$ cat config.mk
export PLATFORM = sky130hd
export DESIGN_NAME = button_debouncer
export DESIGN_NICKNAME = d
export VERILOG_FILES = /design/src/rtl/pop_timing_pkg.sv /design/src/rtl/tick_edge_detect.sv /design/src/rtl/button_debouncer.sv
export SDC_FILE = /design/constraint.sdc
export NUM_CORES = 1
export LEC_CHECK = 0
export BUFFER_PORTS_ARGS = -buffer_cell sky130_fd_sc_hd__buf_2
export CORE_AREA = 5 5 42 44
export CTS_BUF_LIST = sky130_fd_sc_hd__clkbuf_16
export CTS_CLUSTER_DIAMETER = 60
export DETAILED_ROUTE_END_ITERATION = 6
export DIE_AREA = 0 0 47 49
export PLACE_DENSITY = 0.5
export REMOVE_ABC_BUFFERS = 1
export SLEW_MARGIN = 20
export SYNTH_ARGS = -nofsm -noshare
export SYNTH_HDL_FRONTEND = slang
export SYNTH_SLANG_ARGS = --single-unit
$ cat constraint.sdc
create_clock -name clk -period 2.4 [get_ports clk]
set_clock_uncertainty 0.2 [all_clocks]
set_input_delay 0.36 -clock clk [delete_from_list [all_inputs] [get_ports clk]]
set_output_delay 0.36 -clock clk [all_outputs]
set_load 0.005 [all_outputs]
$ cat src/rtl/pop_timing_pkg.sv
// pop_timing_pkg: shared debounce state type and default timing constants
package pop_timing_pkg;
  typedef enum logic [1:0] {RELEASED, PRESS_PEND, PRESSED, REL_PEND} debounce_state_t;
  localparam int DEBOUNCE_STABLE_SAMPLES = 4;
  localparam int DEBOUNCE_REPEAT_DELAY = 2;
endpackage

$ cat src/rtl/tick_edge_detect.sv
// tick_edge_detect: rising-edge strobe of a divider square wave; edge register resets high
module tick_edge_detect (
  input  logic clk,
  input  logic rst,
  input  logic tick,
  output logic strobe
);
  logic tick_q, tick_d;
  always_comb tick_d = tick;
  always_ff @(posedge clk) tick_q <= rst ? 1'b1 : tick_d;
  assign strobe = tick & ~tick_q;
endmodule

$ cat src/rtl/button_debouncer.sv
// button_debouncer: debounced level plus press/release strobes; auto-repeat under BUTTON_DEBOUNCER_AUTOREPEAT_EN
module button_debouncer
  import pop_timing_pkg::*;
#(
  parameter int STABLE_SAMPLES = DEBOUNCE_STABLE_SAMPLES,
  parameter int SYNC_STAGES = 2,
  parameter int REPEAT_DELAY = DEBOUNCE_REPEAT_DELAY
) (
  input  logic clk,
  input  logic rst,
  input  logic btn_raw,
  input  logic sample_tick,
  input  logic repeat_tick,
  output logic btn_level,
  output logic press_pulse,
  output logic release_pulse
);
  localparam int CW = $clog2(STABLE_SAMPLES + 1);
  logic [SYNC_STAGES-1:0] sync_q, sync_d;
  logic [CW-1:0] cnt_q, cnt_d;
  debounce_state_t state_q, state_d;
  logic press_q, press_d, release_q, release_d;
  logic btn_sync, sample_stb, disagree, flip, level_d, rep_fire;
  tick_edge_detect u_sample (
    .clk(clk),
    .rst(rst),
    .tick(sample_tick),
    .strobe(sample_stb)
  );
  assign btn_sync = sync_q[SYNC_STAGES-1];
  assign btn_level = state_q == PRESSED || state_q == REL_PEND;
  assign disagree = sample_stb && (btn_sync != btn_level);
  assign flip = disagree && (int'(cnt_q) + 1 >= STABLE_SAMPLES);
  always_comb begin
    sync_d = {sync_q[SYNC_STAGES-2:0], btn_raw};
    cnt_d = disagree && !flip ? cnt_q + 1'b1 : sample_stb ? '0 : cnt_q;
    state_d = state_q;
    if (flip) state_d = btn_level ? RELEASED : PRESSED;
    else if (disagree) state_d = btn_level ? REL_PEND : PRESS_PEND;
    else if (sample_stb) state_d = btn_level ? PRESSED : RELEASED;
    level_d = state_d == PRESSED || state_d == REL_PEND;
    press_d = (level_d && !btn_level) || rep_fire;
    release_d = !level_d && btn_level;
  end
  always_ff @(posedge clk) begin
    if (rst) begin
      sync_q <= '0;
      cnt_q <= '0;
      state_q <= RELEASED;
      press_q <= 1'b0;
      release_q <= 1'b0;
    end else begin
      sync_q <= sync_d;
      cnt_q <= cnt_d;
      state_q <= state_d;
      press_q <= press_d;
      release_q <= release_d;
    end
  end
  assign press_pulse = press_q;
  assign release_pulse = release_q;
`ifdef BUTTON_DEBOUNCER_AUTOREPEAT_EN
  localparam int RW = $clog2(REPEAT_DELAY + 1);
  logic [RW-1:0] rcnt_q, rcnt_d;
  logic repeat_stb, hold;
  tick_edge_detect u_repeat (
    .clk(clk),
    .rst(rst),
    .tick(repeat_tick),
    .strobe(repeat_stb)
  );
  // only a press that stays pressed through this edge counts toward repeats
  assign hold = state_q == PRESSED && state_d == PRESSED;
  assign rep_fire = hold && repeat_stb && int'(rcnt_q) == REPEAT_DELAY;
  always_comb rcnt_d = !hold ? '0 : (repeat_stb && int'(rcnt_q) < REPEAT_DELAY) ? rcnt_q + 1'b1 : rcnt_q;
  always_ff @(posedge clk) rcnt_q <= rst ? '0 : rcnt_d;
`else
  logic unused_repeat;
  assign unused_repeat = repeat_tick ^ (REPEAT_DELAY > 0);
  assign rep_fire = 1'b0;
`endif
endmodule

==> run summary, run 1 <==
Compound-gate portion of the synthesized area: 0.1259
Filler instances: 144
Post-synthesis xor/xnor area fraction: 0.05185
Die Ht: 49 um
Final Non-Filler Cells: 56
Final setup margin: 0.7372 ns
Area grow syn2layout: 34.44%
Synth Cell Area: 337.8 um^2
Initial antenna violation count: 0
DR WL/cell: 8.982 um
HPWL Detailed: 359.1 um
RePlAce Congestion: 0.6084
Post-CTS Setup Repair Bufs: 0
Largest net degree at the start of global routing: 11
Port Buffers: 6
Sequential area share after synthesis: 0.5333
Outcome: completed
Post-synthesis cell count: 32
Slew Limit Fails: 0
HP Class: in -> reg
Crit start category: flop
# diodes: 0
Nets: 47
Clock root buffer: clkbuf_16
Via count: 231
Pwr Total: 444.5 uW
Initial Util: 0.2411
H-tree levels: 1
Synth Register Bits: 9
Clk_lat worst skew: 0.23 ns
Largest family of logic cells by synthesized area: simple AND/OR/NAND/NOR gates
Power per Cell Area: 978.6 mW/mm^2
Die Area: 0.002303 mm^2
Final setup vio count: 0
Slew headroom: 0.8434
Max Clk Rate: 601.4 MHz
Max-cap check violation count: 0
Simple-Gate Fraction of Synth Area: 0.2148
Final Cycle Share: 0.6928
Clk slew on worst S/H paths: 0.04 ns
Hold_buf cts: 0
Die Wd: 47 um
FF/Latch Area: 180.2 um^2
Syn_area_per_cell: 10.56 um^2
Multi-input logic area: 145.1 um^2
Detailed router's first-iteration violation count: 2
Setup TNS Final: 0 ns
Final hold viol count: 0
Inserted Clock Buffers: 3
Dpl ws: 0.7471 ns
Synth warn: 0
Pleak: 0.1934 nW
Deepest clock path buffer count: 2
CTS tree: built
RSZ-0062 raised after global routing: false
Post-synth cell types: 20
Most common cell after layout, fill and taps aside: dfxtp_1
Slew @ Worst Pin: 0.2327 ns
First-pass GRT wire length: 952 um
Vias in the first global route: 221
Placed Cells incl. Taps: 52
Core area: 0.001401 mm^2
Detail Route Antenna Nets: 0
Post-route DRC: 0
Maximum vdd drop: 0.0006646 V
Critical path endpoint category: flop
CTS resizes: 0
Via density: 4.125
Final min period: 1.663 ns
Layout cells sized above 1: 0.2500
Most frequent cells in the layout: 9 x dfxtp_1, 6 x buf_2, 4 x nor2_1
Critical Path Fanout Max: 4
CP required: 2.32 ns
Setup CP Type: reg -> reg
Pre-antenna DRT Iters: 2
DRT Wirelength: 503 um
Num rows: 14
GRT Residual Overflow: 0
Sink Count: 9
Total GRT Usage: 0.05936
Mux share of post-synthesis cell area: 0
Ports: 8
Post-synthesis adder-cell area fraction: 0.03704
WP data arrival: 1.58 ns
routing by layer:
metal / wire, um / track usage / part of all wire / vias up
li1: - / - / - / 125
met1: 244 / 0.07111 / 0.49 / 100
met2: 212 / 0.07692 / 0.42 / 6
met3: 45 / 0.05535 / 0.089 / 0
met4: 0 / 0.01382 / 0 / 0
met5: 0 / 0 / 0 / -
synth_stat cells:
cell	n	area (um^2)
nor3b_1	1	7.510
nand3b_1	1	7.510
nor2_1	4	15.01
ha_1	1	12.51
a21o_1	1	7.510
and3b_1	1	8.760
a21boi_0	1	7.510
or2_2	1	6.260
clkbuf_1	1	3.750
dlygate4sd1_1	1	8.760
nand2b_1	1	6.260
nor3_1	1	5.000
nor2b_1	2	12.51
nand2_1	1	3.750
xnor2_1	1	8.760
a2111o_1	1	11.26
o31ai_1	1	7.510
a32oi_1	1	8.760
dfxtp_1	9	180.2
xor2_1	1	8.760
registers in the layout (all words and copies together), names as in the netlist:
signal / flops
press_pulse: 1
sync_q: 2
cnt_q: 3
u_sample.tick_q: 1
release_pulse: 1
state_q: 1
path summary, 6_finish.rpt:
kind | slack [ns] | cells past startpoint | start | end
worst max register to register | 0.74 | 5 | cnt_q[0]$_SDFFE_PP0P_ | state_q[1]$_SDFF_PP0_
worst min register to register | 0.24 | 1 | sync_q[0]$_SDFF_PP0_ | sync_q[1]$_SDFF_PP0_
worst max-delay path | 0.74 | 5 | cnt_q[0]$_SDFFE_PP0P_ | state_q[1]$_SDFF_PP0_
worst min-delay path | 0.14 | 2 | sample_tick | u_sample.tick_q$_SDFF_PP1_
final cells by class:
type | count | share of cell area
clock buffers | 3 | 0.1653
multi-input cells | 21 | 0.3196
well taps | 16 | 0.04408
clock inverters | 1 | 0.008264
flip-flops and latches | 9 | 0.3967
repair buffers | 6 | 0.06612
worst max-delay path, stage by stage (launching register included):
cell      delay, ns
dfxtp_1        0.32
ha_1           0.21
a21boi_0       0.14
a2111o_1       0.47
xor2_1         0.15
nor2_1         0.05
report_power, final:
| part | internal [mW] | switching, mW |
|---|---|---|
| Clock | 0.217 | 0.0648 |
| Combinational | 0.00452 | 0.00452 |
| Sequential | 0.153 | 0.000688 |
| Total | 0.374 | 0.0700 |
logic make-up after synthesis:
logic type	count (synthesis)
flip-flops	9
XOR/XNOR	2
adder cells (fa/ha/maj)	1
AND/OR/NAND/NOR	13
buffers and inverters	2
AO/OA/AOI/OAI	5
through the flow:
| stage | cell area, um^2 | hold slack (ns) | utilization |
|---|---|---|---|
| finish | 454.2 | 0.1355 | 0.3241 |
| global route | 454.2 | 0.1464 | 0.3241 |
| CTS | 454.2 | 0.1345 | 0.3241 |
| detailed placement | 375.4 | 0.2328 | 0.2679 |
| global placement | 375.4 | 0.2177 | 0.2679 |
| floorplan | 325.3 | 0.2138 | - |
Power figures use the tool's default switching activity.
==> run 2: changes to the inputs <==
--- a/config.mk
+++ b/config.mk
@@ -11,7 +11,7 @@
 export CTS_CLUSTER_DIAMETER = 60
 export DETAILED_ROUTE_END_ITERATION = 6
 export DIE_AREA = 0 0 47 49
-export PLACE_DENSITY = 0.5
+export PLACE_DENSITY = 0.51
 export REMOVE_ABC_BUFFERS = 1
 export SLEW_MARGIN = 20
 export SYNTH_ARGS = -nofsm -noshare
==> constraint.sdc (replaced) <==
create_clock -name clk -period 1.5 [get_ports clk]
set_clock_uncertainty 0.2 [all_clocks]
set_input_delay 0.225 -clock clk [delete_from_list [all_inputs] [get_ports clk]]
set_output_delay 0.225 -clock clk [all_outputs]
set_load 0.005 [all_outputs]
==> run summary, run 2 (same netlist as run 1, synthesis figures left out) <==
Outcome: finished with violations
Failing checks: setup timing
Power per Cell Area: 1393 mW/mm^2
Clk_lat worst skew: 0.23 ns
Initial antenna violation count: 0
CP required: 1.42 ns
Port Buffers: 6
Num rows: 14
Post-route DRC: 0
WP data arrival: 1.47 ns
Inserted Clock Buffers: 3
Sink Count: 9
Most flop-heavy register: cnt_q
CP Buf/Inv Count: 0
Pwr Total: 719.9 uW
Critical path endpoint category: flop
Most frequent cells in the layout: 7 x dfxtp_1, 6 x buf_2, 3 x nor2_1, 3 x clkbuf_16, 3 x buf_4
Final setup margin: -0.04664 ns
Post-DP Area: 405.4 um^2
Regs by FF count: cnt_q (3), sync_q (2)
Max FFs per register: 3
Pre-antenna DRT Iters: 4
Max Clk Rate: 646.6 MHz
Slew headroom: 0.8747
Slew @ Worst Pin: 0.1876 ns
# diodes: 0
Slew Limit Fails: 0
Final hold slack: 0.001747 ns
First-pass GRT wire length: 1000 um
Deepest clock path buffer count: 2
Crit path max-delay family: compound AO/OA/AOI/OAI gates
Die Ht: 49 um
Via density: 4.400
Setup CP Type: reg -> reg
Post-CTS Setup Repair Bufs: 0
GRT Residual Overflow: 0
RSZ-0062 raised after global routing: true
Final min period: 1.547 ns
Largest net degree at the start of global routing: 11
Vias in the first global route: 261
Area grow syn2layout: 52.96%
Critical Path Fanout Max: 3
HP Class: in -> reg
Slowest CP cell: a2111o_1
Worst-path cell chain: ha_4 > a21boi_4 > a2111o_1 > xor2_1 > nor2_1
Total GRT Usage: 0.06511
Final Cycle Share: 1.031
Crit start category: flop
Final setup vio count: 1
Die Area: 0.002303 mm^2
Layout cells sized above 1: 0.4318
Clock root buffer: clkbuf_16
Hold_buf cts: 0
Core area: 0.001401 mm^2
Ports: 8
Pleak: 0.2159 nW
Initial Util: 0.2411
Setup TNS Final: -0.04664 ns
Clk slew on worst S/H paths: 0.04 ns
Largest stage delay, worst path: 0.41 ns
Detail Route Antenna Nets: 0
CTS tree: built
Detailed router's first-iteration violation count: 1
Max-cap check violation count: 0
Most common cell after layout, fill and taps aside: dfxtp_1
H-tree levels: 1
Die Wd: 47 um
Maximum vdd drop: 0.001026 V
Final instance area: 516.7 um^2
Nets: 51
Final hold viol count: 0
DR WL/cell: 9.933 um
DRT Wirelength: 596 um
RePlAce Congestion: 0.6075
Via count: 264
-- run 2: changes by cell type in the layout (fill, tap and decap cells not counted) --
cell      change
buf_6         +1
nor2_1        -1
a21boi_4      +1
nor2_2        +1
dfxtp_1       -2
a21boi_0      -1
dfxtp_2       +2
buf_4         +3
ha_4          +1
ha_1          -1
-- run 2: area by class of cell --
| class | count | area [um^2] |
|---|---|---|
| fillers | 152 | 884.6 |
| flip-flops and latches | 9 | 182.7 |
| multi-input cells | 21 | 171.4 |
| clock buffers | 3 | 75.07 |
| repair buffers | 10 | 63.81 |
| well taps | 16 | 20.02 |
| clock inverters | 1 | 3.754 |
-- run 2: power breakdown --
part | total [mW] | switching, mW | internal, mW
combinational | 0.0168 | 0.00778 | 0.00898
sequential | 0.246 | 0.00125 | 0.245
clock | 0.457 | 0.110 | 0.348
-- run 2: path summary, 6_finish.rpt --
check / to / cells past startpoint / startpoint / slack [ns]
max: state_q[1]$_SDFF_PP0_ / 5 / cnt_q[0]$_SDFFE_PP0P_ / -0.05
min: u_sample.tick_q$_SDFF_PP1_ / 2 / sample_tick / 0.002
max reg2reg: state_q[1]$_SDFF_PP0_ / 5 / cnt_q[0]$_SDFFE_PP0P_ / -0.05
min reg2reg: sync_q[1]$_SDFF_PP0_ / 1 / sync_q[0]$_SDFF_PP0_ / 0.23
-- run 2: repair_timing --
action                     4_1_cts  5_1_grt
resized for setup                7        2
setup endpoints to repair        3        3
pin swaps                        3        3
-- run 2: through the flow --
step,setup WS [ns],util,cells
after floorplan,-0.07587,-,30
after global placement,-0.1300,0.2893,56
after detailed placement,-0.1346,0.2893,56
after CTS,-0.06046,0.3607,60
after global routing,-0.1016,0.3688,60
final,-0.04664,0.3688,60
-- run 2: worst register-to-register path, cell delays in order, from the launching register on --
cell	delay, ns
dfxtp_2	0.33
ha_4	0.16
a21boi_4	0.13
a2111o_1	0.41
xor2_1	0.15
nor2_1	0.05
-- run 2: routing by layer --
| metal | track usage | up-vias | wire, um |
|---|---|---|---|
| li1 | - | 134 | - |
| met1 | 0.06027 | 120 | 260 |
| met2 | 0.09955 | 7 | 271 |
| met3 | 0.04428 | 3 | 46 |
| met4 | 0.04147 | 0 | 17 |
| met5 | 0 | - | 0 |
==> run 3: changes to the inputs <==
--- a/config.mk
+++ b/config.mk
@@ -11,7 +11,7 @@
 export CTS_CLUSTER_DIAMETER = 60
 export DETAILED_ROUTE_END_ITERATION = 6
 export DIE_AREA = 0 0 47 49
-export PLACE_DENSITY = 0.51
+export PLACE_DENSITY = 0.5
 export REMOVE_ABC_BUFFERS = 1
 export SLEW_MARGIN = 20
 export SYNTH_ARGS = -nofsm -noshare
==> constraint.sdc (replaced) <==
create_clock -name clk -period 1.8 [get_ports clk]
set_clock_uncertainty 0.2 [all_clocks]
set_input_delay 0.27 -clock clk [delete_from_list [all_inputs] [get_ports clk]]
set_output_delay 0.27 -clock clk [all_outputs]
set_load 0.005 [all_outputs]
==> run summary, run 3 (same netlist as run 1, synthesis figures left out) <==
Clk slew on worst S/H paths: 0.04 ns
DR WL/cell: 9.286 um
GRT Residual Overflow: 0
Most frequent cells in the layout: 9 x dfxtp_1, 6 x buf_2, 4 x nor2_1
Clock power share: 0.635
Final Cycle Share: 0.9208
Detail Route Antenna Nets: 0
Filler instances: 155
Setup TNS Final: 0 ns
Net Switching: 95.32 uW
Int Pwr: 499.4 uW
Critical Path Fanout Max: 4
Pleak: 0.1934 nW
Detailed router's first-iteration violation count: 5
Via density: 4.125
Maximum vdd drop: 0.0005597 V
Max FFs per register: 3
Total GRT Usage: 0.06223
Post-route DRC: 0
Ports: 8
Final setup vio count: 0
HPWL Detailed: 350.1 um
Most common cell after layout, fill and taps aside: dfxtp_1
CP Buf/Inv Count: 0
Final hold viol count: 0
Most flop-heavy register: cnt_q
Power per Cell Area: 1309 mW/mm^2
Multi-input logic area: 145.1 um^2
Vias in the first global route: 220
Layout cells sized above 1: 0.2500
# diodes: 0
Pre-antenna DRT Iters: 2
Nets: 47
Initial antenna violation count: 0
Inserted Clock Buffers: 3
WP data arrival: 1.58 ns
Num rows: 14
HP Class: in -> reg
H-tree levels: 1
CP required: 1.72 ns
CTS resizes: 0
Final min period: 1.657 ns
Core area: 0.001401 mm^2
Die Area: 0.002303 mm^2
Clock root buffer: clkbuf_16
Max Clk Rate: 603.4 MHz
Largest net degree at the start of global routing: 11
Slowest CP cell: a2111o_1
Initial Util: 0.2411
Combinational power share: 0.021
Outcome: completed
Slew Limit Fails: 0
Largest stage delay, worst path: 0.47 ns
Critical path endpoint category: flop
Port Buffers: 6
Post-CTS Setup Repair Bufs: 0
Crit path max-delay family: compound AO/OA/AOI/OAI gates
Setup CP Type: reg -> reg
Deepest clock path buffer count: 2
RePlAce Congestion: 0.6114
Crit start category: flop
Sw frac: 0.1603
Hold_buf cts: 0
Sequential fraction of design power: 0.345
Die Wd: 47 um
Worst-path cell chain: ha_1 > a21boi_0 > a2111o_1 > xor2_1 > nor2_1
Die Ht: 49 um
Slew headroom: 0.8445
RSZ-0062 raised after global routing: false
Sink Count: 9
Pwr Total: 594.7 uW
Max-cap check violation count: 0
CTS tree: built
DRT Wirelength: 520 um
Via count: 231
Regs by FF count: cnt_q (3), sync_q (2)
First-pass GRT wire length: 938 um
Clk_lat worst skew: 0.23 ns
Slew @ Worst Pin: 0.2311 ns
Area grow syn2layout: 34.44%
FF/Latch Area: 180.2 um^2
run 3: cell count changes in the layout (fill, tap and decap cells not counted), sizes merged:
cell / before / now
buf: 10 / 6
run 3: per-layer routing:
metal | up-vias | wire length, um | GRT usage
li1 | 126 | - | -
met1 | 97 | 240 | 0.06682
met4 | 0 | 16 | 0.05530
met5 | - | 0 | 0
met3 | 2 | 46 | 0.04428
met2 | 6 | 216 | 0.07692
run 3: path summary, 6_finish.rpt:
kind / slack [ns] / startpoint / endpoint / cells past startpoint
worst min register to register: 0.24 / sync_q[0]$_SDFF_PP0_ / sync_q[1]$_SDFF_PP0_ / 1
worst min-delay path: 0.04 / sample_tick / u_sample.tick_q$_SDFF_PP1_ / 2
worst max-delay path: 0.14 / cnt_q[0]$_SDFFE_PP0P_ / state_q[1]$_SDFF_PP0_ / 5
worst max register to register: 0.14 / cnt_q[0]$_SDFFE_PP0P_ / state_q[1]$_SDFF_PP0_ / 5
run 3: final cells by class:
class	instances	area share
Multi-Input combinational cell	21	0.3196
Clock buffer	3	0.1653
Timing Repair Buffer	6	0.06612
Tap cell	16	0.04408
Clock inverter	1	0.008264
Sequential cell	9	0.3967
run 3: power groups by stage:
stage | Combinational, mW | Clock (mW) | Sequential (mW)
5_1_grt | 0.0140 | 0.399 | 0.205
6_report | 0.0123 | 0.377 | 0.205
3_3_place_gp | 0.0121 | 0 | 0.208
2_1_floorplan | 0.00560 | 0 | 0.208
4_1_cts | 0.0123 | 0.386 | 0.205
3_5_place_dp | 0.0122 | 0 | 0.208
run 3: worst reg2reg max path, delay by kind of cell (launching register included):
family                     cells  cell delay, ns
adders and majority gates      1            0.21
xor gates and xnor gates       1            0.15
and+or+nand+nor                1            0.05
DFF                            1            0.32
AOI/OAI and AO/OA              2            0.61
run 3: stage by stage:
step | hold slack (ns) | cells | utilization | setup WS [ns] | area [um^2]
after floorplan | 0.1416 | 30 | - | 0.2241 | 325.3
after detailed placement | 0.2302 | 52 | 0.2679 | 0.1509 | 375.4
after CTS | 0.04194 | 56 | 0.3241 | 0.1301 | 454.2
after global routing | 0.05416 | 56 | 0.3241 | 0.03924 | 454.2
after global placement | 0.2174 | 52 | 0.2679 | 0.1466 | 375.4
final | 0.04431 | 56 | 0.3241 | 0.1426 | 454.2
